[src/rtl/linreg_predict.sv]
`timescale 1ns/1ps
// linreg_predict
// Fixed-point linear-regression predictor. A weight vector W0..W15 is captured
// on w_load; each accepted row (y, x1..x15) produces
//   y_cap = sat(W0 + sum_{j=1..feat} Wj*xj)   and   y_err = sat(y - y_cap)
// with one multiply-accumulate per cycle.
//
// Ports
//   CLK, RST_N          clock (rising edge), asynchronous active-low reset
//   w_load, weights     one-cycle strobe + packed W0..W15 (W0 in the top field)
//   feat                active feature count, sampled with the row
//   x_valid/x_ready     row handshake, x_data packs y in field 0, xj in field j
//   y_valid/y_ready     prediction handshake, y_cap / y_err held while stalled
//   w_loaded            a weight set has been captured since reset
//   pred_count          predictions delivered (wrapping)
module linreg_predict #(
  parameter int LENGTH       = 16,
  parameter int MAX_FEATURES = 15,
  parameter int FRAC         = 8,
  parameter int DATA_WIDTH   = LENGTH * (MAX_FEATURES + 1),
  parameter int ADDR_WIDTH   = 12
) (
  input  logic                  CLK,
  input  logic                  RST_N,
  input  logic                  w_load,
  input  logic [DATA_WIDTH-1:0] weights,
  input  logic [3:0]            feat,
  input  logic                  x_valid,
  output logic                  x_ready,
  input  logic [DATA_WIDTH-1:0] x_data,
  output logic                  y_valid,
  input  logic                  y_ready,
  output logic [LENGTH-1:0]     y_cap,
  output logic [LENGTH-1:0]     y_err,
  output logic                  w_loaded,
  output logic [ADDR_WIDTH-1:0] pred_count
);

  // state | meaning
  // NOWT  | no weights captured yet, rows refused
  // READY | weights valid, waiting for a row (w_load still honoured)
  // MAC   | accumulating W[idx]*x[idx], one product per cycle
  // OUT   | prediction presented, waiting for y_ready

  // 15 full-width products plus W0 fit with 4 guard bits.
  localparam int ACC_W = 2*LENGTH + 4;
  localparam logic signed [ACC_W-1:0] Y_MAX = ACC_W'((1 << (LENGTH-1)) - 1);
  localparam logic signed [ACC_W-1:0] Y_MIN = ~Y_MAX;

  typedef enum logic [1:0] {NOWT, READY, MAC, OUT} state_t;

  state_t                  state;
  logic [DATA_WIDTH-1:0]   w_reg;
  logic [DATA_WIDTH-1:0]   x_reg;
  logic [3:0]              feat_reg;
  logic [3:0]              idx;
  logic signed [ACC_W-1:0] acc;
  logic signed [ACC_W-1:0] acc_nxt;
  logic signed [ACC_W-1:0] acc_shr;

  logic signed [LENGTH-1:0]   w_arr [0:MAX_FEATURES];
  logic signed [LENGTH-1:0]   x_arr [0:MAX_FEATURES];
  logic signed [LENGTH-1:0]   w0_sel;
  logic signed [LENGTH-1:0]   y_sel;
  logic signed [2*LENGTH-1:0] w_ext;
  logic signed [2*LENGTH-1:0] x_ext;
  logic signed [2*LENGTH-1:0] prod;
  logic signed [LENGTH:0]     diff;
  logic [LENGTH-1:0]          y_cap_nxt;
  logic [LENGTH-1:0]          y_err_nxt;
  logic                       x_hs;

  for (genvar j = 0; j <= MAX_FEATURES; j++) begin : g_unpack
    assign w_arr[j] = w_reg[DATA_WIDTH-1-LENGTH*j -: LENGTH];
    assign x_arr[j] = x_reg[DATA_WIDTH-1-LENGTH*j -: LENGTH];
  end

  assign x_hs = x_valid && x_ready;

  // A w_load coinciding with the row handshake supplies that row's W0.
  assign w0_sel = w_load ? weights[DATA_WIDTH-1 -: LENGTH] : w_arr[0];
  // feat=0 rows go straight to OUT, so y comes from the live input then.
  assign y_sel  = (state == READY) ? x_data[DATA_WIDTH-1 -: LENGTH] : x_arr[0];

  assign w_ext = {{LENGTH{w_arr[idx][LENGTH-1]}}, w_arr[idx]};
  assign x_ext = {{LENGTH{x_arr[idx][LENGTH-1]}}, x_arr[idx]};
  assign prod  = w_ext * x_ext;

  always_comb begin
    acc_nxt = acc;
    if (state == READY && x_hs)
      acc_nxt = {{(ACC_W-LENGTH-FRAC){w0_sel[LENGTH-1]}}, w0_sel, {FRAC{1'b0}}};
    else if (state == MAC)
      acc_nxt = acc + {{(ACC_W-2*LENGTH){prod[2*LENGTH-1]}}, prod};
  end

  assign acc_shr = acc_nxt >>> FRAC;

  always_comb begin
    if (acc_shr > Y_MAX)
      y_cap_nxt = Y_MAX[LENGTH-1:0];
    else if (acc_shr < Y_MIN)
      y_cap_nxt = Y_MIN[LENGTH-1:0];
    else
      y_cap_nxt = acc_shr[LENGTH-1:0];
  end

  // One extra bit holds the exact difference; top two bits disagree on overflow.
  assign diff = {y_sel[LENGTH-1], y_sel} - {y_cap_nxt[LENGTH-1], y_cap_nxt};

  always_comb begin
    if (diff[LENGTH] != diff[LENGTH-1])
      y_err_nxt = diff[LENGTH] ? {1'b1, {(LENGTH-1){1'b0}}} : {1'b0, {(LENGTH-1){1'b1}}};
    else
      y_err_nxt = diff[LENGTH-1:0];
  end

  always_ff @(posedge CLK or negedge RST_N) begin
    if (!RST_N) begin
      state      <= NOWT;
      w_reg      <= '0;
      x_reg      <= '0;
      feat_reg   <= '0;
      idx        <= '0;
      acc        <= '0;
      x_ready    <= 1'b0;
      y_valid    <= 1'b0;
      y_cap      <= '0;
      y_err      <= '0;
      w_loaded   <= 1'b0;
      pred_count <= '0;
    end else begin
      case (state)
        NOWT: begin
          if (w_load) begin
            w_reg    <= weights;
            w_loaded <= 1'b1;
            x_ready  <= 1'b1;
            state    <= READY;
          end
        end
        READY: begin
          if (w_load) begin
            w_reg    <= weights;
            w_loaded <= 1'b1;
          end
          if (x_hs) begin
            x_reg    <= x_data;
            feat_reg <= feat;
            acc      <= acc_nxt;
            idx      <= 4'd1;
            x_ready  <= 1'b0;
            if (feat != 4'd0) begin
              state <= MAC;
            end else begin
              state   <= OUT;
              y_valid <= 1'b1;
              y_cap   <= y_cap_nxt;
              y_err   <= y_err_nxt;
            end
          end
        end
        MAC: begin
          acc <= acc_nxt;
          idx <= idx + 4'd1;
          if (idx == feat_reg) begin
            state   <= OUT;
            y_valid <= 1'b1;
            y_cap   <= y_cap_nxt;
            y_err   <= y_err_nxt;
          end
        end
        OUT: begin
          if (y_ready) begin
            y_valid    <= 1'b0;
            pred_count <= pred_count + ADDR_WIDTH'(1);
            x_ready    <= 1'b1;
            state      <= READY;
          end
        end
        default: state <= NOWT;
      endcase
    end
  end

endmodule

[config.mk]
export PLATFORM = sky130hd
export DESIGN_NAME = linreg_predict
export DESIGN_NICKNAME = d
export VERILOG_FILES = /design/src/rtl/linreg_predict.sv
export SDC_FILE = /design/constraint.sdc
export NUM_CORES = 2
export LEC_CHECK = 0
export CORE_UTILIZATION = 45
export DETAILED_ROUTE_END_ITERATION = 10
export GPL_TIMING_DRIVEN = 0
export HOLD_SLACK_MARGIN = 0.02
export PLACE_DENSITY = 0.74
export SYNTH_ARGS = -nofsm -noshare
export SYNTH_HDL_FRONTEND = slang
export SYNTH_SLANG_ARGS = --single-unit
[constraint.sdc]
create_clock -name CLK -period 43.3 [get_ports CLK]
set_input_delay 8.66 -clock CLK [delete_from_list [all_inputs] [get_ports CLK]]
set_output_delay 8.66 -clock CLK [all_outputs]
set_load 0.02 [all_outputs]
* Yosys cells after proc, flatten, opt, wreduce, memory -nomap -nowiden
Cells that the tools add are included.
** Storage, ports and cells
- Bits of input ports :: 521
- Output and inout port bits :: 47
- Register bits after elaboration :: 605
- Word-level logic and storage cells :: 88
** Operators by class
- Eq/ne operators :: 10
- Multipliers :: 1
- Order comparisons :: 3
- Bitwise operators :: 1
- $add $sub $neg :: 4
- Reductions and logical operators :: 16
- Mux-type cells :: 41
** Operator list (count)
- $mux 16 :: 16
- $bmux 16 s4 :: 2
- $mux 36 :: 3
- $pmux 36 s2 :: 1
- $pmux 16 s2 :: 2
- $add 36x36->36 :: 1
- $mul 16x16->32 :: 1
- $gt 28x16->1 const B :: 1
- $lt 28x16->1 const B :: 1
- $sub 16x16->17 :: 1
- $add 12x1->12 const B :: 1
- $reduce_and 4->1 :: 3
- $mux 1 :: 8
- $mux 2 :: 4
- $ne 2x2->1 const B :: 4
- $pmux 2 s4 :: 1
- $pmux 4 s2 :: 1
- $reduce_and 2->1 :: 4
- $pmux 1 s3 :: 2
- $reduce_bool 3->1 :: 2
- $ge 5x5->1 const B :: 1
- $not 4->5 :: 1
- $reduce_and 5->1 :: 1
- $add 4x1->4 const B :: 1
- other kinds (11) :: 13

* Depth between registers and ports, before layout
- Word-level depth :: 17
- Mapped depth :: 64
- Mapped depth without buffers :: 57

* Worst setup path before layout
No wires, ideal clock.
- Path kind :: flip-flop to flip-flop
- Start point :: reg idx[0]
- End point :: reg y_err[10]
- Stages on the path, launching flop included :: 61
- Data required time :: 43.223 ns
- Library setup time :: 0.077 ns
- Path buffers :: 7
- Path slack :: 29.669 ns
- Clock period less this slack :: 13.631 ns
- Arrival time :: 13.554 ns
- Path through :: dfrtp_1 buf_2 buf_2 buf_1 buf_2 mux4_2 mux2i_1 nand2_1 o21ai_0 clkbuf_1 nor2_1 fa_1 inv_1 fa_1 fa_1 fa_1 inv_1 fa_1 [... 25 more ...] buf_6 o21ai_0 nand2_1 ha_1 fa_1 nor2b_1 o21ai_0 a21boi_0 o21ai_0 nand2_1 a21oi_1 o21ai_0 a2111oi_0 o21ba_2 o31ai_1 clkbuf_1 a21oi_1 a21oi_1
** On the way
- Word-level cells in the longest chain between the ends :: 17
- Elaborated cells on any way between the ends :: 26
- Those cells by class :: add/sub (2); mul (1); order compare (2); eq/ne (3); mux (16); bitwise (1); reduce/logical (1)
** Ends and longest elaborated chain
- start, declared :: RTL line 56 : logic [3:0] idx;
- start signal, assigned :: RTL line 165 : idx <= idx + 4'd1;
- $not 4->5 (implied by the code) (*) :: RTL line 85, 86
- $bmux 16 s4 (on tied branches) :: RTL line 85, 86
- $mux 16 (on tied branches) (2 in series) :: RTL line 85, 86
- $mul 16x16->32 (*) :: RTL line 87 : assign prod = w_ext * x_ext;
- $add 36x36->36 (*) :: RTL line 94 : acc_nxt = acc + {{(ACC_W-2*LENGTH){prod[2*LENGTH-1]}}, prod};
- $mux 36 (*) :: RTL line 93 : else if (state == MAC)
- $mux 36 (*) :: RTL line 91 : if (state == READY && x_hs)
- $lt 28x16->1 :: RTL line 102 : else if (acc_shr < Y_MIN)
- $mux 16 :: RTL line 102
- $mux 16 (*) :: RTL line 100 : if (acc_shr > Y_MAX)
- net y_cap_nxt[0] :: RTL line 69 : logic [LENGTH-1:0] y_cap_nxt;
- $sub 16x16->17 (*) :: RTL line 109 : assign diff = {y_sel[LENGTH-1], y_sel} - {y_cap_nxt[LENGTH-1], y_cap_nxt};
- $mux 16 / $ne 1x1->1 (equally long branches) :: RTL line 113, 112
- $mux 16 (*) :: RTL line 112 : if (diff[LENGTH] != diff[LENGTH-1])
- $mux 16 :: RTL line 153 : if (feat != 4'd0) begin
- $mux 16 :: RTL line 147 : if (x_hs) begin
- $pmux 16 s2 (*) :: RTL line 133 : case (state)
- end signal, assigned :: RTL line 159 : y_err <= y_err_nxt;
- end signal, assigned :: RTL line 170 : y_err <= y_err_nxt;
- end, declared :: RTL line 34 : output logic [LENGTH-1:0] y_err,
Mark *: on every way through the listed nets, which the timed path passes. The rest lies on a longest branch. The select of a mux whose other input is x is not followed.
A chain may end at the register's enable or synchronous reset.

* Worst setup path after layout
- Start point :: reg idx[0]
- End point :: reg y_err[9]
The elaborated chain is that of the path after synthesis.

==> reports/qor.yml <==
synth_nets: 4896
htreeDepth: 3
async_reset_ff_share_pct: 100
io_buffers: 566
finalSetupTns_ns: 0
final_common_cell: "nand2_1"
ant_nets: 0
cts.repair.resized: 0
synth_seq_cells: 605
track_usage_pct: 32.3
clk_pin_slew_worst_paths_ns: 0.06
min_period_ns: 18.01
first_pass_iters: 11
final_hold_viol_count: 0
ys_seq_area_share_pct: 37.5
num_io_pins: 568
dp_hpwl_um: 117000
ys.flop_type: "dfrtp_1"
yosys_warnings: 0
drt_iter0_drc: 3204
nets: 5536
cts_setup_buffers: 0
final_cell_mix: "1031 x nand2_1, 605 x dfrtp_1, 565 x clkdlybuf4s50_1"
violations: "DRC"
max_slew_margin_pct: 5.35
netlist_area_um2: 40400
cts.sink_count: 605
routed-via-count: 33391
antenna_found_initial: 54
finClkSkew_ns: 0.0544
wirelength_um: 147000
setup_violations: 0
maxCapViolations: 0
cp.arrival_ns: 18.56
grt_pass1_vias: 33997
fin_util_pct: 56.5
grt_pass1_wl_um: 215000
cpMaxStageDelayCell: "clkbuf_1"
grt_max_degree: 115
synth.distinct_cells: 85
chipHeight_um: 302
start_util_pct: 45.6
fmax_ghz: 0.0555
pre_cts_slack_ns: 25.61
min_path_type: "reg -> reg"
worst_setup_path_start_kind: "register"
hold_buffers: 0
slowest_delay_ns: 0.97
synth_edf_count: 0
post_drt_via_cell_ratio: 5.69
fin_crit_sh_pct: 41.6
drc_errors: 20
die_w_um: 302
postSynthCellCount: 3970
clock_latency_ns: 0.63
finalMaxSlewViolations: 0
core-area_um2: 88600
fin_ws_ns: 25.29
dieArea_um2: 91000
rrSetupSlack_ns: 25.29
max_slew.worst_pin.slew_ns: 1.42
wl_per_cell_um: 25.0
clk_path_buf_depth: 3
postSynthAreaPerCell_um2: 10.2
nFillCells: 7600
cts_buffers: 66
rsz0062_at_grt: "false"
status: "finished with violations"
cp_max_fo: 10
critPathCaptureType: "register"
syn2layout_area_growth_pct: 24.1
drive_above_1_share_pct: 13.2
crit_required_ns: 43.85
path_class: "reg -> reg"
gp_congestion: 0.984
root_buffer: "clkbuf_16"
grt_overflow: 0
cts_tree: "done"
fp-row-count: 109
[per-layer routing]
metal | GRT usage [%] | part of all wire [%]
met1 | 41.2 | 38
met2 | 50.9 | 47
met3 | 7.56 | 9.0
met4 | 17.6 | 5.8
met5 | 0 | 0.14
[path summary, 6_finish.rpt]
| check | startpoint | to | depth (start not counted) |
|---|---|---|---|
| max | idx[0] | y_err[9] | 60 |
| min | x_arr[12] | x_arr[12] | 2 |
| max reg2reg | idx[0] | y_err[9] | 60 |
| min reg2reg | x_arr[12] | x_arr[12] | 2 |
| max in group asynchronous | RST_N | acc[18] | 4 |
| min in group asynchronous | RST_N | x_arr[130] | 1 |
[layout make-up]
cell class / count / area (um^2) / share of cell area (%)
multi-input combinational: 2804 / 23000 / 46.0
sequential: 605 / 15100 / 30.2
timing repair buffer: 572 / 5840 / 11.6
clock buffer: 91 / 1900 / 3.78
tap: 1165 / 1460 / 2.91
inverter: 366 / 1370 / 2.74
buffer: 195 / 833 / 1.66
clock inverter: 26 / 434 / 0.866
antenna: 45 / 113 / 0.225
[cell families after synthesis]
logic type / synth area share [%]
muxes: 17.0
DFF: 37.5
adders and majority gates: 17.5
xor gates and xnor gates: 1.78
and+or+nand+nor: 14.3
buffers and inverters: 5.46
AOI/OAI and AO/OA: 6.49
[stage by stage]
step | cells | hold WS (ns) | cell area (um^2)
floorplan | 3970 | 0.440 | 40400
global placement | 5701 | 0.453 | 47500
detailed placement | 5707 | 0.458 | 47700
CTS | 5824 | 0.473 | 50000
global route | 5853 | 0.495 | 50100
finish | 5869 | 0.470 | 50100
[critical path, delay by kind of cell, from the launching register on]
family | cells | cell delay (ns)
buffers and inverters | 11 | 3.57
AOI/OAI and AO/OA | 26 | 6.69
xor gates and xnor gates | 2 | 0.37
muxes | 3 | 1.24
DFF | 1 | 0.35
adders and majority gates | 10 | 4.28
and+or+nand+nor | 8 | 1.39
[cells in the mapped netlist, types with 3 or more instances]
master,count,share of area (%)
or2_2,5,0.077
and2_2,5,0.093
inv_1,365,3.4
ha_1,141,4.4
nand2_1,1031,9.6
and2_1,15,0.23
clkbuf_1,150,1.4
o21a_1,22,0.41
buf_2,13,0.16
o21ba_2,3,0.074
a31oi_1,11,0.17
buf_6,7,0.20
xor2_1,20,0.43
nor3_1,14,0.17
o21ai_0,84,1.0
a21oi_2,10,0.22
a21oi_1,119,1.5
fa_1,264,13
mux2i_1,43,1.1
mux4_2,138,7.7
a311oi_1,4,0.087
o31ai_1,10,0.19
o21ai_1,23,0.29
a211oi_1,19,0.35
a21boi_0,7,0.13
dfrtp_1,605,37
nand3_1,30,0.37
and3_1,6,0.093
o21bai_1,12,0.22
o211ai_1,13,0.24
xnor2_1,62,1.3
nand2b_1,22,0.34
o22ai_1,5,0.077
buf_1,22,0.20
nor2b_1,25,0.39
or3_1,8,0.12
mux2_2,296,8.3
nand4_1,10,0.15
nor4_1,5,0.077
nor2_1,244,2.3
a21o_1,24,0.45
Power is left out: the tool's default activity adds up to more than one toggle a clock period on the data nets, which glitch-free logic cannot reach.
